## src/rtl/id_hazard_ctrl_if.sv

```systemverilog
// id_hazard_ctrl_if: decode-stage operand/destination info in, front-end stall, flush and forward controls out
interface id_hazard_ctrl_if #(parameter int CNT_W = 16);
    logic [4:0]       id_rs1;
    logic [4:0]       id_rs2;
    logic             id_rs1_used;
    logic             id_rs2_used;
    logic [4:0]       id_wr;
    logic             id_rf_we;
    logic [1:0]       id_rf_wesl;
    logic             have_inst;
    logic             ex_redirect;
    logic             stall_pc;
    logic             stall_ifid;
    logic             flush_ifid;
    logic             flush_idex;
    logic [1:0]       fwd_a;
    logic [1:0]       fwd_b;
    logic [CNT_W-1:0] stall_cnt;
    logic [CNT_W-1:0] flush_cnt;

    modport master (
        output id_rs1, id_rs2, id_rs1_used, id_rs2_used, id_wr, id_rf_we, id_rf_wesl, have_inst, ex_redirect,
        input  stall_pc, stall_ifid, flush_ifid, flush_idex, fwd_a, fwd_b, stall_cnt, flush_cnt
    );
    modport slave (
        input  id_rs1, id_rs2, id_rs1_used, id_rs2_used, id_wr, id_rf_we, id_rf_wesl, have_inst, ex_redirect,
        output stall_pc, stall_ifid, flush_ifid, flush_idex, fwd_a, fwd_b, stall_cnt, flush_cnt
    );
endinterface

```

## src/rtl/id_hazard_ctrl.sv

```systemverilog
// id_hazard_ctrl: EX/MEM/WB destination scoreboard driving load-use stalls, redirect flushes and ALU forwarding
module id_hazard_ctrl #(
    parameter int CNT_W = 16
) (
    input logic             clk,
    input logic             rst_n,
    id_hazard_ctrl_if.slave bus
);
    typedef struct packed {
        logic       valid;
        logic [4:0] wr;
        logic       is_load;
    } ent_t;

    ent_t             ex_q, mem_q, wb_q, ex_d, mem_d, wb_d;
    logic [CNT_W-1:0] stall_cnt_q, stall_cnt_d, flush_cnt_q, flush_cnt_d;
    logic             lu, redir, fid;

    function automatic logic hit(ent_t e, logic [4:0] r);
        return e.valid && e.wr != 5'd0 && e.wr == r;
    endfunction

    // EX load match selects the regfile: the load-use stall covers that case
    function automatic logic [1:0] sel(logic used, logic [4:0] r, ent_t ex, ent_t mem, ent_t wb);
        return (!used || r == 5'd0) ? 2'b00 :
               hit(ex, r)           ? (ex.is_load ? 2'b00 : 2'b01) :
               hit(mem, r)          ? 2'b10 :
               hit(wb, r)           ? 2'b11 : 2'b00;
    endfunction

    always_comb begin
        redir          = rst_n & bus.ex_redirect;
        lu             = rst_n & ex_q.is_load &
                         ((bus.id_rs1_used & hit(ex_q, bus.id_rs1)) | (bus.id_rs2_used & hit(ex_q, bus.id_rs2)));
        fid            = redir | lu;
        bus.flush_ifid = redir;
        bus.flush_idex = fid;
        bus.stall_pc   = lu & ~redir;
        bus.stall_ifid = lu & ~redir;
        bus.fwd_a      = rst_n ? sel(bus.id_rs1_used, bus.id_rs1, ex_q, mem_q, wb_q) : 2'b00;
        bus.fwd_b      = rst_n ? sel(bus.id_rs2_used, bus.id_rs2, ex_q, mem_q, wb_q) : 2'b00;
        ex_d           = fid ? ent_t'('0) : {bus.have_inst & bus.id_rf_we, bus.id_wr, bus.id_rf_wesl == 2'b01};
        mem_d          = ex_q;
        wb_d           = mem_q;
        stall_cnt_d    = stall_cnt_q + CNT_W'(lu & ~redir);
        flush_cnt_d    = flush_cnt_q + CNT_W'(redir);
        bus.stall_cnt  = stall_cnt_q;
        bus.flush_cnt  = flush_cnt_q;
    end

    always_ff @(posedge clk) begin
        if (!rst_n) begin
            ex_q        <= '0;
            mem_q       <= '0;
            wb_q        <= '0;
            stall_cnt_q <= '0;
            flush_cnt_q <= '0;
        end else begin
            ex_q        <= ex_d;
            mem_q       <= mem_d;
            wb_q        <= wb_d;
            stall_cnt_q <= stall_cnt_d;
            flush_cnt_q <= flush_cnt_d;
        end
    end
endmodule
```

## src/flat_wrapper.sv

```systemverilog
// flat-port wrapper written by rule: the top's interface ports become plain ports
module id_hazard_ctrl_flat 
#(
    parameter int CNT_W = 16
)
  (clk, rst_n, bus_id_rs1, bus_id_rs2, bus_id_rs1_used, bus_id_rs2_used, bus_id_wr, bus_id_rf_we, bus_id_rf_wesl, bus_have_inst, bus_ex_redirect, bus_stall_pc, bus_stall_ifid, bus_flush_ifid, bus_flush_idex, bus_fwd_a, bus_fwd_b, bus_stall_cnt, bus_flush_cnt);
  id_hazard_ctrl_if #(.CNT_W(CNT_W)) bus_i ();
  input logic clk;
  input logic rst_n;
  input wire logic [$bits(bus_i.id_rs1)-1:0] bus_id_rs1;
  input wire logic [$bits(bus_i.id_rs2)-1:0] bus_id_rs2;
  input wire logic [$bits(bus_i.id_rs1_used)-1:0] bus_id_rs1_used;
  input wire logic [$bits(bus_i.id_rs2_used)-1:0] bus_id_rs2_used;
  input wire logic [$bits(bus_i.id_wr)-1:0] bus_id_wr;
  input wire logic [$bits(bus_i.id_rf_we)-1:0] bus_id_rf_we;
  input wire logic [$bits(bus_i.id_rf_wesl)-1:0] bus_id_rf_wesl;
  input wire logic [$bits(bus_i.have_inst)-1:0] bus_have_inst;
  input wire logic [$bits(bus_i.ex_redirect)-1:0] bus_ex_redirect;
  output wire logic [$bits(bus_i.stall_pc)-1:0] bus_stall_pc;
  output wire logic [$bits(bus_i.stall_ifid)-1:0] bus_stall_ifid;
  output wire logic [$bits(bus_i.flush_ifid)-1:0] bus_flush_ifid;
  output wire logic [$bits(bus_i.flush_idex)-1:0] bus_flush_idex;
  output wire logic [$bits(bus_i.fwd_a)-1:0] bus_fwd_a;
  output wire logic [$bits(bus_i.fwd_b)-1:0] bus_fwd_b;
  output wire logic [$bits(bus_i.stall_cnt)-1:0] bus_stall_cnt;
  output wire logic [$bits(bus_i.flush_cnt)-1:0] bus_flush_cnt;
  assign bus_i.id_rs1 = bus_id_rs1;
  assign bus_i.id_rs2 = bus_id_rs2;
  assign bus_i.id_rs1_used = bus_id_rs1_used;
  assign bus_i.id_rs2_used = bus_id_rs2_used;
  assign bus_i.id_wr = bus_id_wr;
  assign bus_i.id_rf_we = bus_id_rf_we;
  assign bus_i.id_rf_wesl = bus_id_rf_wesl;
  assign bus_i.have_inst = bus_have_inst;
  assign bus_i.ex_redirect = bus_ex_redirect;
  assign bus_stall_pc = bus_i.stall_pc;
  assign bus_stall_ifid = bus_i.stall_ifid;
  assign bus_flush_ifid = bus_i.flush_ifid;
  assign bus_flush_idex = bus_i.flush_idex;
  assign bus_fwd_a = bus_i.fwd_a;
  assign bus_fwd_b = bus_i.fwd_b;
  assign bus_stall_cnt = bus_i.stall_cnt;
  assign bus_flush_cnt = bus_i.flush_cnt;
  id_hazard_ctrl #(.CNT_W(CNT_W)) u_core (.clk(clk), .rst_n(rst_n), .bus(bus_i));
endmodule
```

## config.mk

```make
export PLATFORM = sky130hd
export DESIGN_NAME = id_hazard_ctrl_flat
export DESIGN_NICKNAME = d
export VERILOG_FILES = /design/src/rtl/id_hazard_ctrl_if.sv /design/src/rtl/id_hazard_ctrl.sv /design/src/flat_wrapper.sv
export SDC_FILE = /design/constraint.sdc
export NUM_CORES = 1
export LEC_CHECK = 0
export BUFFER_PORTS_ARGS = -buffer_cell sky130_fd_sc_hd__buf_2
export CORE_MARGIN = 4
export CORE_UTILIZATION = 50
export CTS_CLUSTER_SIZE = 40
export DETAILED_ROUTE_END_ITERATION = 8
export GPL_ROUTABILITY_DRIVEN = 1
export PLACE_DENSITY = 0.76
export SLEW_MARGIN = 20
export SYNTH_ARGS = -nofsm -noshare
export SYNTH_HDL_FRONTEND = slang
export SYNTH_SLANG_ARGS = --single-unit
```

## constraint.sdc

```tcl
create_clock -name clk -period 2.95 [get_ports clk]
set_input_delay 0.1475 -clock clk [delete_from_list [all_inputs] [get_ports clk]]
set_output_delay 0.1475 -clock clk [all_outputs]
set_load 0.02 [all_outputs]
```

=== Word level (Yosys, flattened, before mapping) ===
Cells that the tools add are included.

* Register bits: 51
* Input bits: 24
* Output and inout port bits: 40

* Add/subtract/negate cells: 2
* Equality and inequality tests: 7
* Mux-type cells: 11
* Bitwise logic cells: 13
* Reduce and logical (&&, ||, !) cells: 19

{| class="wikitable"
|+ Operators by type and width
! kind !! count
|-
| $eq A5 B5 Y1 || 6
|-
| $mux W2 || 10
|-
| $add A16 B1 Y16 || 1
|-
| $add A16 B16 Y16 || 1
|-
| $and A1 B16 Y16 || 1
|-
| $not A1 Y16 || 1
|-
| $reduce_bool A5 Y1 || 3
|-
| $logic_not A5 Y1 || 2
|-
| $logic_and A1 B1 Y1 || 9
|-
| $and A1 B1 Y1 || 7
|-
| $eq A2 B1 Y1 const B || 1
|-
| $logic_not A1 Y1 || 2
|-
| $logic_or A1 B1 Y1 || 2
|-
| $not A1 Y1 || 2
|-
| $or A1 B1 Y1 || 2
|-
| $reduce_or A2 Y1 || 1
|-
| $mux W1 || 1
|}

=== Logic depth before layout (Yosys ltp) ===
* Word-level depth: 8
* Depth in mapped cells: 12
* Depth with buffers taken out: 12

=== Least setup slack after synthesis ===
Ideal clock, no wire load.

* Path type: register -> register
* Start point: register u_core.ex_q[2] (netlist bit)
* End point: register u_core.stall_cnt_q[12] (netlist: u_core.bus.stall_cnt[12])
* Setup time: 0.115 ns
* Arrival time: 2.754 ns
* Path slack: 0.081 ns
* Cell stages (with the launch flop): 13
* Path buffers: 0
* Clock period less this slack: 2.869 ns
* Cell sequence: dfxtp_1 -> xor2_1 -> a211o_2 -> nor2_1 -> nand2_1 -> a21oi_1 -> ha_1 -> ha_1 -> nand2_1 -> nor4_1 -> nand2_1 -> xnor2_1 -> and2_1

* Word-level cells in the longest chain between the ends: 8

{| class="wikitable"
|+ RTL lines
! what !! line !! text
|-
| start: declaration || id_hazard_ctrl.sv:15 || <nowiki>ent_t ex_q, mem_q, wb_q, ex_d, mem_d, wb_d;</nowiki>
|-
| start signal: assignment || id_hazard_ctrl.sv:53 || <nowiki>ex_q <= '0;</nowiki>
|-
| start signal: assignment || id_hazard_ctrl.sv:59 || <nowiki>ex_q <= ex_d;</nowiki>
|-
| $reduce_bool A5 Y1 || id_hazard_ctrl.sv:20 || <nowiki>return e.valid && e.wr != 5'd0 && e.wr == r;</nowiki>
|-
| $logic_and A1 B1 Y1 (2 in a row) || id_hazard_ctrl.sv:20 ||
|-
| $and A1 B1 Y1 || id_hazard_ctrl.sv:34 || <nowiki>((bus.id_rs1_used & hit(ex_q, bus.id_rs1)) | (bus.id_rs2_used & hit(ex_q, bus.id_rs2)));</nowiki>
|-
| $or A1 B1 Y1 * || id_hazard_ctrl.sv:34 ||
|-
| $and A1 B1 Y1 * || id_hazard_ctrl.sv:33 || <nowiki>lu = rst_n & ex_q.is_load &</nowiki>
|-
| $and A1 B16 Y16 * || id_hazard_ctrl.sv:45 || <nowiki>stall_cnt_d = stall_cnt_q + CNT_W'(lu & ~redir);</nowiki>
|-
| $add A16 B16 Y16 * || id_hazard_ctrl.sv:45 ||
|-
| end signal: assignment || id_hazard_ctrl.sv:62 || <nowiki>stall_cnt_q <= stall_cnt_d;</nowiki>
|-
| end: declaration || id_hazard_ctrl.sv:16 || <nowiki>logic [CNT_W-1:0] stall_cnt_q, stall_cnt_d, flush_cnt_q, flush_cnt_d;</nowiki>
|}

Every way passes the cells marked *; elsewhere a longest branch is shown, timed or not.
A chain may end at the register's enable or synchronous reset.

=== Worst setup path in the final report ===
* Start point: register u_core.ex_q[4] (netlist bit)
* End point: register u_core.stall_cnt_q[12] (netlist: u_core.bus.stall_cnt[12])

The elaborated chain is that of the path after synthesis.

==> summary.md <==
| Metric | Value |
|---|---|
| YS warnings | `0` |
| Number of cells on the worst reg-to-reg path | `12` |
| Part of the Yosys area used for sequential elements | `42.3%` |
| Max-capacitance violation count | `0` |
| Std-Cell Rows | `25` |
| Worst hold path endpoint | `u_core.ex_q[3]` |
| Width of the chip | `77.5 um` |
| IR drop worst, VDD | `around 0.00029 V` |
| Worst setup EP type | `flip-flop` |
| R2r startpoint | `u_core.ex_q[4]` |
| Die area | `6000 um^2` |
| Longest Clk Path Bufs | `2` |
| Post-placement cell area | `2790 um^2` |
| Fraction of the core area covered by cells at the end of the flow | `61.4%` |
| Net count after synthesis | `292` |
| Area of the core | `between 4000 and 5000 um^2` |
| Setup Total Neg Slack | `0 ps` |
| Post-synthesis cell area | `2410 um^2` |
| Number of synthesized register bits | `51` |
| GRT Overall Usage | `18.5%` |
| Commonest non-fill, non-tap cells in the layout | `63 x buf_2, 50 x dfxtp_1, 29 x nor2_1, 29 x xnor2_1, 25 x xor2_1` |
| Final number of setup-violating endpoints | `0` |
| Fraction of final layout cells with drive strength greater than 1 | `27.0%` |
| Sort of element at the start of the critical path | `flip-flop` |
| Cell class contributing the biggest share of worst-path delay | `simple AND/OR/NAND/NOR gates` |
| Largest stage delay on the critical path | `440 ps` |
| Most frequent standard cell in the layout excluding fill and tap cells | `buf_2` |
| Clock tree from TritonCTS | `done` |
| Number of search-and-repair iterations in the first detailed-routing pass | `4` |
| Post-route minimum period | `2690 ps` |
| Critical path buffers and inverters | `0` |
| Setup repair after global routing missed its margin | `no` |
| Arrival time of the worst setup path | `2890 ps` |
| Post-CTS clock slew at the launch and capture registers of the worst setup and hold paths | `80 ps` |
| Initial antenna violation count | `0` |
| Area occupied by registers | `a little over 1000 um^2` |
| Number of distinct standard cells referenced by the synthesized netlist | `37` |
| Kind of critical path | `flip-flop to flip-flop` |
| Leakage power summed over all cells | `1.24 nW` |
| Worst min-delay path startpoint | `bus_id_wr[2]` |
| Hold Crit Depth | `2` |
| Switching Fraction | `between 20 and 25%` |
| Number of cells in the finished layout apart from fillers | `384` |
| Placed cell count | `between 300 and 400` |
| Prevailing post-synth register cell | `dfxtp_1` |
| Maximum number of pins on one net before global-route repair | `30` |
| Clock skew | `between 8 and 9 ps` |
| Number of synthesized flops with an enable pin | `0` |
| Number of clock sinks | `a little over 50` |
| Cell-internal power | `0.927 mW` |
| Cells traversed along the worst timing path | `xor2_1, nor4_1, and2_4, nand2_1, a21oi_1, ha_1, ha_1, nand2_1, nor4_2, nand2_1, xnor2_1, and2_1` |
| Critical path required time | `3150 ps` |
| Number of endpoints with negative hold slack in the final report | `0` |
| Type of the tightest min-delay check | `primary input to flip-flop` |
| Via count | `2014` |
| Sequential power share | `between 50% and 60%` |
| Part of the cycle the worst path needs | `91.2%` |
| Multi-input combinational cell area | `1350 um^2` |
| Total CTS buffers | `5` |
| Violation count after the first detailed-routing iteration | `148` |
| Synthesized netlist cell count | `about 260` |
| Highest attainable clock frequency | `between 0.3 and 0.4 GHz` |
| Clk Latency, worst-skew pair | `300 ps` |
| Capturing point of the worst reg2reg path | `u_core.bus.stall_cnt[12]` |
| Largest driver fanout on the critical path | `4` |
| RD Place Congestion | `0.910` |
| Post-detailed-route DRC marker count | `0` |
| Drt via density | `between 5 and 6` |
| Synth-to-Final Area Change | `19.3%` |
| First-pass GRT wire length | `9070 um` |
| HPWL after detailed placement | `slightly above 4000 um` |
| Port buffer count | `63` |
| Routed Antenna Nets | `0` |
| Switching component of the power | `0.277 mW` |
| Vias in the first global route | `about 2000` |
| Average cell area after synthesis | `9.14 um^2` |
| Power density normalized to cell area | `418 nW/um^2` |
| Outcome | `completed` |
| Area of all placed cells without fillers | `just under 3000 um^2` |
| Pins Over Slew Limit | `0` |
| Most frequent cell on the critical path | `nand2_1` |
| Library cell contributing the largest single delay on the critical path | `dfxtp_1` |
| Remaining max-slew budget at the tightest pin | `between 70% and 80%` |
| Initial Util | `51.4%` |
| Share of power burned in combinational logic | `8.3%` |
| Root buffer selected by CTS | `clkbuf_8` |
| Floorplan die height | `roughly 77 um` |
| Detailed-route wire length | `around 5200 um` |
| Diodes inserted | `0` |
| CTS H-tree lvls | `2` |
| R2r setup slk | `260 ps` |
| Top-level port count | `64` |
| Clock share of power | `33.0%` |
| Final #Nets | `358` |
| Post-synthesis async set-or-reset flop share | `0%` |
| Post-CTS setup buffer count | `0` |
| Number of fill cells | `421` |
| Transition at the pin with the smallest max-transition slack | `roughly 420 ps` |
| Final routed wire length divided by cell count | `13.4 um` |
| Grt ovf | `0` |
## synth_stat cells, types with 2 or more instances
cell type	instances	area, um^2
dfxtp_1	51	1020
nor2_1	29	109
xnor2_1	29	254
xor2_1	25	219
nand3_1	16	80.1
and2_1	15	93.8
nand2_1	15	56.3
nor3_1	8	40.0
nor4_1	7	43.8
and2_2	6	45.0
and3_1	6	37.5
inv_1	6	22.5
a21oi_1	5	25.0
clkbuf_1	5	18.8
o21ai_0	5	25.0
ha_1	4	50.1
nand4_1	4	25.0
or3_1	4	25.0
or4_1	4	30.0
and4_1	2	17.5
or2_2	2	12.5
## through the flow
step / setup WS [ps] / hold slack [ps] / total power, mW
after CTS: 164 / 54.1 / 1.22
after global placement: 272 / 365 / 0.820
final: 259 / 61.0 / 1.20
after floorplan: 80.6 / 284 / 0.781
after global routing: 49.1 / 47.8 / 1.26
after detailed placement: 177 / 366 / 0.823
## layout make-up
cell class              count  share of cell area [%]
clock buffers               6                    2.87
flip-flops and latches     51                    35.5
repair buffers             65                    11.5
well taps                  54                    2.35
multi-input cells         201                    46.9
clock inverters             1                   0.174
inverters                   6                   0.782
## repair_timing
item | 4_1_cts | 5_1_grt
endpoints found under the hold margin | 0 | 0
hold buffers | 0 | 0
resized for setup | 0 | 2
setup endpoints to repair | 0 | 2
## worst max path at each step
stage | startpoint | endpoint | slack, ps | depth (start not counted)
4_1_cts | u_core.ex_q[2] | u_core.bus.stall_cnt[12] | 160 | 12
2_1_floorplan | u_core.ex_q[2] | u_core.bus.stall_cnt[12] | 80 | 12
3_3_place_gp | u_core.ex_q[4] | u_core.bus.stall_cnt[12] | 270 | 12
3_5_place_dp | u_core.ex_q[2] | u_core.bus.stall_cnt[12] | 180 | 12
6_report | u_core.ex_q[4] | u_core.bus.stall_cnt[12] | 260 | 12
5_1_grt | u_core.ex_q[1] | u_core.bus.stall_cnt[13] | 50 | 12
## registers in the layout, indices dropped and copies added, names as in the netlist
signal	cells
u_core.bus.flush_cnt	16
u_core.bus.stall_cnt	16
u_core.ex_q	7
u_core.mem_q	6
u_core.wb_q	6
## per-layer routing
layer  wire, um  global-route usage, %  share of wire (%)  up-vias
met3        285                   5.34                5.5        5
li1           -                      -                  -     1023
met5          0                      0                  0        -
met4         53                   6.41                1.0        0
met2       2410                   30.8                 47       48
met1       2420                   22.8                 47      938
## power groups by stage
| stage | logic, mW | registers, mW | clock network [mW] |
|---|---|---|---|
| floorplan | 0.0586 | 0.723 | 0 |
| global route | 0.111 | 0.708 | 0.436 |
| CTS | 0.100 | 0.707 | 0.410 |
| detailed placement | 0.0998 | 0.723 | 0 |
| global placement | 0.0975 | 0.723 | 0 |
| finish | 0.100 | 0.707 | 0.397 |
## kinds of logic after synthesis
group	after synthesis	synth area share, %
simple gates	124	28.2
buf+inv	12	2.02
compound gates	19	5.81
flops	51	42.3
xor+xnor	54	19.6
fa+ha+maj	4	2.07
Power figures use the tool's default switching activity.
